<file path="config.mk">
export PLATFORM = sky130hd
export DESIGN_NAME = axi_burst_rd_slave
export DESIGN_NICKNAME = d
export VERILOG_FILES = /design/src/rtl/axi_burst_rd_slave.sv
export SDC_FILE = /design/constraint.sdc
export NUM_CORES = 1
export LEC_CHECK = 0
export ABC_AREA = 0
export ABC_CLOCK_PERIOD_IN_PS = 3600
export CAP_MARGIN = 10
export CORE_AREA = 3 3 162 164
export CTS_CLUSTER_DIAMETER = 100
export DETAILED_ROUTE_END_ITERATION = 8
export DIE_AREA = 0 0 165 167
export PLACE_DENSITY_LB_ADDON = 0.05
export SLEW_MARGIN = 40
export SYNTH_ARGS = -nofsm -noshare
export SYNTH_HDL_FRONTEND = slang
export SYNTH_SLANG_ARGS = --single-unit
</file>
<file path="constraint.sdc">
create_clock -name clk -period 3.6 [get_ports clk]
set_input_delay 0.54 -clock clk [delete_from_list [all_inputs] [get_ports clk]]
set_output_delay 0.54 -clock clk [all_outputs]
set_load 0.01 [all_outputs]
</file>
<file path="src/rtl/axi_burst_rd_slave.sv">
// AXI4 read-channel responder for the instruction-fetch refill path.
// Serves one FIXED/INCR/WRAP burst at a time from a 1-cycle-latency 64-bit SRAM through a 2-entry output buffer.
module axi_burst_rd_slave #(
    parameter logic [31:0] MEM_BASE = 32'h8000_0000,
    parameter logic [31:0] MEM_SIZE = 32'h0800_0000
) (
    input  logic        clk,
    input  logic        rst,
    input  logic [31:0] araddr,
    input  logic        arvalid,
    output logic        arready,
    input  logic [1:0]  arburst,
    input  logic [7:0]  arlen,
    input  logic [2:0]  arsize,
    output logic [63:0] rdata,
    output logic [1:0]  rresp,
    output logic        rvalid,
    output logic        rlast,
    input  logic        rready,
    output logic        mem_en,
    output logic [31:0] mem_addr,
    input  logic [63:0] mem_rdata
);

    typedef enum logic [1:0] {
        S_IDLE  = 2'd0,
        S_BURST = 2'd1,
        S_DRAIN = 2'd2
    } state_t;

    state_t      state_q, state_d;
    logic [31:0] addr_q, addr_d;
    logic [1:0]  burst_q, burst_d;
    logic [7:0]  len_q, len_d;
    logic [2:0]  size_q, size_d;
    logic        err_q, err_d;
    logic [7:0]  issued_q, issued_d;
    logic        inflight_q, inflight_d;
    logic        infl_err_q, infl_err_d;
    logic        infl_last_q, infl_last_d;
    logic [63:0] buf_data_q [0:1];
    logic [63:0] buf_data_d [0:1];
    logic [1:0]  buf_resp_q [0:1];
    logic [1:0]  buf_resp_d [0:1];
    logic        buf_last_q [0:1];
    logic        buf_last_d [0:1];
    logic        wr_ptr_q, wr_ptr_d;
    logic        rd_ptr_q, rd_ptr_d;
    logic [1:0]  count_q, count_d;

    logic        pop_s;
    logic        push_s;
    logic [2:0]  occ_s;
    logic        issue_s;

    function automatic logic [31:0] next_addr(input logic [31:0] addr, input logic [1:0] burst,
                                              input logic [7:0] len, input logic [2:0] size);
        logic [31:0] step;
        logic [31:0] mask;
        step = 32'd1 << size;
        mask = (({24'd0, len} + 32'd1) << size) - 32'd1;
        case (burst)
            2'b00:   next_addr = addr;
            2'b01:   next_addr = addr + step;
            2'b10:   next_addr = (addr & ~mask) | ((addr + step) & mask);
            default: next_addr = addr;
        endcase
    endfunction

    function automatic logic ar_error(input logic [31:0] addr, input logic [1:0] burst,
                                      input logic [7:0] len, input logic [2:0] size);
        logic [32:0] limit;
        logic [12:0] bytes;
        logic        cross_4k;
        logic        wrap_len_ok;
        limit       = {1'b0, MEM_BASE} + {1'b0, MEM_SIZE};
        bytes       = ({5'd0, len} + 13'd1) << size[1:0];
        cross_4k    = ({1'b0, addr[11:0]} + bytes) > 13'd4096;
        wrap_len_ok = (len == 8'd1) || (len == 8'd3) || (len == 8'd7) || (len == 8'd15);
        ar_error    = (burst == 2'b11) || (size > 3'd3) || (addr < MEM_BASE) ||
                      ({1'b0, addr} >= limit) || ((burst == 2'b10) && !wrap_len_ok) ||
                      ((burst == 2'b01) && cross_4k);
    endfunction

    // Popping the head this cycle frees a slot, so back-to-back issue is possible under rready=1.
    assign pop_s    = (count_q != 2'd0) && rready;
    assign push_s   = inflight_q;
    assign occ_s    = {1'b0, count_q} + {2'b00, inflight_q} - {2'b00, pop_s};
    assign issue_s  = (state_q == S_BURST) && (occ_s < 3'd2);

    assign arready  = (state_q == S_IDLE);
    assign mem_en   = issue_s && !err_q;
    assign mem_addr = {addr_q[31:3], 3'b000};
    assign rvalid   = (count_q != 2'd0);
    assign rdata    = rvalid ? buf_data_q[rd_ptr_q] : 64'd0;
    assign rresp    = rvalid ? buf_resp_q[rd_ptr_q] : 2'b00;
    assign rlast    = rvalid ? buf_last_q[rd_ptr_q] : 1'b0;

    // Next-state: burst sequencing, beat issue and output buffer bookkeeping.
    always_comb begin
        state_d     = state_q;
        addr_d      = addr_q;
        burst_d     = burst_q;
        len_d       = len_q;
        size_d      = size_q;
        err_d       = err_q;
        issued_d    = issued_q;
        inflight_d  = issue_s;
        infl_err_d  = err_q;
        infl_last_d = (issued_q == len_q);
        buf_data_d  = buf_data_q;
        buf_resp_d  = buf_resp_q;
        buf_last_d  = buf_last_q;
        wr_ptr_d    = wr_ptr_q;
        rd_ptr_d    = rd_ptr_q;

        case (state_q)
            S_IDLE: begin
                if (arvalid) begin
                    state_d  = S_BURST;
                    addr_d   = araddr;
                    burst_d  = arburst;
                    len_d    = arlen;
                    size_d   = arsize;
                    err_d    = ar_error(araddr, arburst, arlen, arsize);
                    issued_d = 8'd0;
                end else begin
                    state_d  = S_IDLE;
                end
            end
            S_BURST: begin
                if (issue_s) begin
                    addr_d   = next_addr(addr_q, burst_q, len_q, size_q);
                    issued_d = issued_q + 8'd1;
                    if (issued_q == len_q) begin
                        state_d = S_DRAIN;
                    end else begin
                        state_d = S_BURST;
                    end
                end else begin
                    state_d = S_BURST;
                end
            end
            S_DRAIN: begin
                if (pop_s && buf_last_q[rd_ptr_q]) begin
                    state_d = S_IDLE;
                end else begin
                    state_d = S_DRAIN;
                end
            end
            default: state_d = S_IDLE;
        endcase

        // Error beats ride the same in-flight slot as SRAM reads but carry zero data.
        if (push_s) begin
            buf_data_d[wr_ptr_q] = infl_err_q ? 64'd0 : mem_rdata;
            buf_resp_d[wr_ptr_q] = infl_err_q ? 2'b10 : 2'b00;
            buf_last_d[wr_ptr_q] = infl_last_q;
            wr_ptr_d             = ~wr_ptr_q;
        end else begin
            wr_ptr_d = wr_ptr_q;
        end

        if (pop_s) begin
            rd_ptr_d = ~rd_ptr_q;
        end else begin
            rd_ptr_d = rd_ptr_q;
        end

        count_d = count_q + {1'b0, push_s} - {1'b0, pop_s};
    end

    // State register with synchronous active-low reset that also drops any in-flight read.
    always_ff @(posedge clk) begin
        if (!rst) begin
            state_q       <= S_IDLE;
            addr_q        <= 32'd0;
            burst_q       <= 2'b00;
            len_q         <= 8'd0;
            size_q        <= 3'd0;
            err_q         <= 1'b0;
            issued_q      <= 8'd0;
            inflight_q    <= 1'b0;
            infl_err_q    <= 1'b0;
            infl_last_q   <= 1'b0;
            buf_data_q[0] <= 64'd0;
            buf_data_q[1] <= 64'd0;
            buf_resp_q[0] <= 2'b00;
            buf_resp_q[1] <= 2'b00;
            buf_last_q[0] <= 1'b0;
            buf_last_q[1] <= 1'b0;
            wr_ptr_q      <= 1'b0;
            rd_ptr_q      <= 1'b0;
            count_q       <= 2'd0;
        end else begin
            state_q       <= state_d;
            addr_q        <= addr_d;
            burst_q       <= burst_d;
            len_q         <= len_d;
            size_q        <= size_d;
            err_q         <= err_d;
            issued_q      <= issued_d;
            inflight_q    <= inflight_d;
            infl_err_q    <= infl_err_d;
            infl_last_q   <= infl_last_d;
            buf_data_q    <= buf_data_d;
            buf_resp_q    <= buf_resp_d;
            buf_last_q    <= buf_last_d;
            wr_ptr_q      <= wr_ptr_d;
            rd_ptr_q      <= rd_ptr_d;
            count_q       <= count_d;
        end
    end

endmodule
</file>
# Yosys cells after proc, flatten, opt, wreduce, memory -nomap -nowiden
# Index checks and enable logic that the tools add are counted.
# Widths: inputs -> output; s select.
[word_totals]
register_bits = 197
input_bits = 113
output_inout_bits = 102
word_cells = 121
[op_classes]
n_addsub = 10
n_lt_le_gt_ge = 8
n_eq_ne = 15
shifts = 3
mux = 35
bitwise_logic = 8
reduce_logical = 23
[ops]
columns = ["cell", "count"]
rows = [
  ["$mux 64", 6],
  ["$bwmux 128", 1],
  ["$pmux 32 s2", 2],
  ["$and 32x32->32", 2],
  ["$demux 64 s1", 1],
  ["$mux 32", 2],
  ["$add 32x32->32", 1],
  ["$ge 32x32->1 const B", 1],
  ["$lt 32x32->1 const B", 1],
  ["$not 32->32", 1],
  ["$or 32x32->32", 1],
  ["$shl 1x3->32 const A", 1],
  ["$shl 9x3->32", 1],
  ["$sub 32x1->32 const B", 1],
  ["$add 8x1->9 const B", 2],
  ["$mux 2", 9],
  ["$mux 8", 2],
  ["$pmux 8 s2", 1],
  ["$add 12x13->13", 1],
  ["$gt 13x13->1 const B", 1],
  ["$shl 9x2->13", 1],
  ["$add 8x1->8 const B", 1],
  ["$eq 2x2->1 const B", 4],
  ["$eq 8x1->1 const B", 1],
  ["31 further kinds", 57],
]

# Longest topological paths before layout
[depth]
depth_word = 9
depth_mapped = 19
mapped_depth_nobuf = 17

# Worst setup path after synthesis
# Ideal clock, no wire load.
[synth_timing]
path_type = "reg2reg"
start = "register size_q[2]"
end = "register (tool-made name)"
setup_ns = 0.116
t_arrival_ns = 3.292
t_required_ns = 3.484
setup_slack_ns = 0.192
stages_incl_launch_ff = 17
path_buffers = 4
period_less_slack_ns = 3.408
path_cell_list = "dfxtp_1 > clkbuf_1 > clkbuf_1 > buf_1 > nor2_1 > ha_1 > inv_1 > fa_1 > nor2b_1 > o21a_1 > o21ai_0 > a211oi_1 > clkbuf_1 > nand4_1 > xnor2_1 > or2_2 > o211a_1"
[synth_rtl]
columns = ["item", "line", "source"]
rows = [
  ["from (decl)", "35", "logic [2:0] size_q, size_d;"],
  ["from (signal assigned)", "200", "size_q <= size_d;"],
]

# Worst setup path in the final report
[layout_timing]
start = "input port arlen[1]"
end = "register err_q"
[layout_via]
elab_chain_len = 8
word_cells_on_any_way = 16
classes_between = "add/sub: 2; order compare: 1; eq/ne: 4; shift: 1; reduce/logical: 8"
[layout_lines]
columns = ["item", "line", "source"]
rows = [
  ["from (decl)", "13", "input logic [7:0] arlen,"],
  ["branches (longest 7 deep; another with $add 12x13->13)", "-", ""],
  ["$logic_or 1x1->1 (*)", "81", "({1'b0, addr} >= limit) || ((burst == 2'b10) && !wrap_len_ok) ||"],
  ["to (signal assigned)", "201", "err_q <= err_d;"],
  ["to (decl)", "36", "logic err_q, err_d;"],
]
# Every way passes the cells marked *.
# A chain may end at the register's enable or synchronous reset.

==> run_results.csv <==
group,metric,value,unit
run_status,outcome,"completed",
clocking,clockRootBuffer,"clkbuf_16",
worst_setup_path,crit_family,"compound AO/OA/AOI/OAI gates",
timing,fin_worst_skew,0.0159,ns
pwr,p_clk_share,24.1,%
timing,period_needed,3.48,ns
pwr,vdd_drop_max,519,µV
worst_setup_path,cp-end-kind,"flop",
routing,top_layer,"met5",
layout,fill_cells,2340,
global_route,grt_pass1_vias,11300,
floorplanning,start_util,48.7,%
clocking,clock_path_buffers,2,
routing,wl_per_cell,16.4,µm
synthesis,ys_seq_area_share,32.0,%
pwr,p_leak,5.59,nW
synthesis,synth_warnings,0,
timing,tightest_slew,0.796,ns
synthesis,synth_cells,1666,
layout,layout-drive-gt1-share,10.6,%
routing,dr_total_vias,12100,
clocking,clock-sinks,195,
routing,drcViolationCount,0,
synthesis,synth_top_flop_cell,"dfxtp_1",
min_path,hp-class,"flop to flop",
routing,m1WireLength,16200,µm
worst_setup_path,cp-start-kind,"primary input",
synthesis,synth_edf_count,0,
routing,routed_wirelength,35900,µm
synthesis,async_flop_share,0,%
routing,wl_met3,1690,µm
worst_setup_path,path_buf_inv,2,
worst_setup_path,max_stage_delay,0.50,ns
worst_setup_path,cp_max_fo,2,
floorplanning,num_rows,58,
timing,final-hold-violation-count,0,
timing,tns,0,ns
worst_setup_path,path_class,"primary input to flop",
layout,nets,1997,
routing,ant_nets,0,
run,max-cap-violations,0,
routing,drtIter0Drc,895,
synthesis,synth.distinct_cells,87,
global_route,grt.total_usage,25.3,%
pwr,p_per_area,534,nW/µm²
place,hpwlAfterDp,24900,µm
clocking,h-tree-depth,4,
synthesis,synth_most_common_cell,"nand2_1",
synthesis,syn_avg_cell_area,7.31,µm²
synthesis,yosysTopAreaCell,"dfxtp_1",
routing,dr.pass1.iters,5,
global_route,grt-ovfl-total,0,
synthesis,yosysTopAreaCellShare,32.0,%
pwr,sequentialPowerShare,33.8,%
global_route,antenna_found_initial,1,
clocking,numCtsBuffers,17,
timing,drv_slew,0,
timing,max_freq,288,MHz
floorplanning,ios,215,
worst_setup_path,critPathSlowestCell,"or4_4",
global_route,grt_pass1_wl,57500,µm
routing,via_per_inst,5.49,
worst_setup_path,cp.arrival,3.78,ns
clocking,clk_pin_slew,0.07,ns
layout,syn_to_final_growth,28.2,%
routing,dr_wl_met2,17100,µm
floorplanning,fp.coreArea,25000,µm²
floorplanning,die_w,165,µm
pwr,switching_share,40.1,%
synthesis,synthTopCellsByCount,"375 x nand2_1, 205 x a21oi_1, 195 x dfxtp_1",
synthesis,synth_area,12200,µm²
pwr,power_frac_comb,42.1,%
timing,setup_violations,0,
timing,relSlewSlack,47.0,%
pwr,p_int,4.99,mW
worst_setup_path,worst_ep_required_time,3.91,ns
layout,multiInputGateArea,7550,µm²
pwr,total_power,8.34,mW
floorplanning,dieHeight,167,µm
synthesis,synthTopCellsByArea,"dfxtp_1 32%, nand2_1 12%, a21oi_1 8.4%",
layout,ff_latch_area,3910,µm²
worst_setup_path,crit_top_cell,"a21o_1",
clocking,clk_latency,0.44,ns
global_route,grt_max_degree,68,
timing,period_share,96.6,%
floorplanning,dieArea,27600,µm²
layout,antenna-diode-count,0,
place,portBuffers,210,
place,gp_congestion,0.946,
pwr,power_switching,3.35,mW
clocking,cts_tree,"done",
synthesis,ys_seq_elements,195,
worst_setup_path,crit_chain,"clkdlybuf4s50_1, inv_1, ha_1, mux2i_1, and2_1, ha_1, a21o_1, a21o_1, a21o_1, a21oi_2, nor2b_1, o21a_1, or4_4, a2111oi_4, nor4_1",
## stage by stage
step / cells / util [%] / hold slack (ns) / worst slack (ns) / cell area [µm²]
after floorplan: 1669 / - / 0.432 / 0.192 / 12200
after global placement: 2151 / 59.1 / 0.441 / -0.365 / 14800
after detailed placement: 2151 / 59.1 / 0.446 / -0.410 / 14800
after CTS: 2183 / 61.7 / 0.456 / 0.0214 / 15400
after global routing: 2194 / 62.4 / 0.473 / -0.0659 / 15600
final: 2194 / 62.4 / 0.456 / 0.123 / 15600
## final timing paths
path             startpoint              to  slack (ns)  depth (start not counted)
max                arlen[1]           err_q        0.12                         15
min          buf_data_q[96]  buf_data_q[96]        0.46                          2
max reg2reg       size_q[1]            flop        0.28                         15
min reg2reg  buf_data_q[96]  buf_data_q[96]        0.46                          2
## kinds of logic (layout without fill, tap and decap cells)
logic type,count (synthesis),after routing,synth area share (%)
AND/OR/NAND/NOR,732,732,27.1
multiplexers,83,83,6.89
buffers and inverters,185,380,7.07
flip-flops,195,195,32.0
XOR/XNOR,48,48,3.45
other,1,4,0.0308
adder cells (fa/ha/maj),33,33,3.57
AO/OA/AOI/OAI,389,389,19.8
## area by class of cell
type | count | share of cell area (%)
clock buffers | 18 | 2.81
clock inverters | 14 | 1.29
inverters | 28 | 0.689
multi-input cells | 1289 | 48.3
flip-flops and latches | 195 | 25.0
well taps | 330 | 2.64
repair buffers | 320 | 19.2
## timing repair
action                                  CTS  global route
pin swaps                                 0            10
endpoints found under the setup margin    1             2
hold buffers                              0             0
resized for setup                         1            30
setup buffers                             0            10
## worst register-to-register path: cells and delay by family (launching register included)
kind | cells | cell delay [ns]
DFF | 1 | 0.36
adders and majority gates | 2 | 0.60
and+or+nand+nor | 6 | 1.04
buffers and inverters | 2 | 0.27
AOI/OAI and AO/OA | 5 | 0.96
## metal layers
metal / vias to the layer above / global-route usage, %
li1: 6035 / -
met1: 5649 / 33.5
met3: 52 / 3.53
met4: 2 / 7.62
met5: - / 0
met2: 318 / 42.6
## power by group through the flow
stage               Sequential, mW  Clock [mW]  Combinational (mW)
floorplan                     2.68           0                2.42
global placement              2.86           0                3.42
detailed placement            2.86           0                3.44
CTS                           2.81        2.06                3.46
global route                  2.86        2.13                3.85
finish                        2.82        2.01                3.51
## layout by cell type (no fill, tap or decap), types with 4 or more instances in the layout
master	instances
o221ai_1	6
and3_1	16
or2_2	4
a21oi_2	6
clkbuf_16	17
nor3_1	26
buf_12	6
o21ai_1	10
a21oi_1	200
nand2b_1	9
clkinv_8	6
inv_1	25
nor4_1	13
clkdlybuf4s50_1	208
o211ai_1	9
xnor2_1	29
conb_1	4
o32ai_1	5
a211oi_1	15
nand3_1	23
o31ai_1	6
and2_1	13
o21ai_0	40
nor2_1	136
xor2_1	18
mux2i_1	78
a21o_1	10
a311oi_1	6
buf_4	104
nand4_1	11
a31oi_1	12
ha_1	29
dfxtp_1	193
nor2b_1	72
nand2_1	374
o21a_1	8
Power figures use the tool's default switching activity.
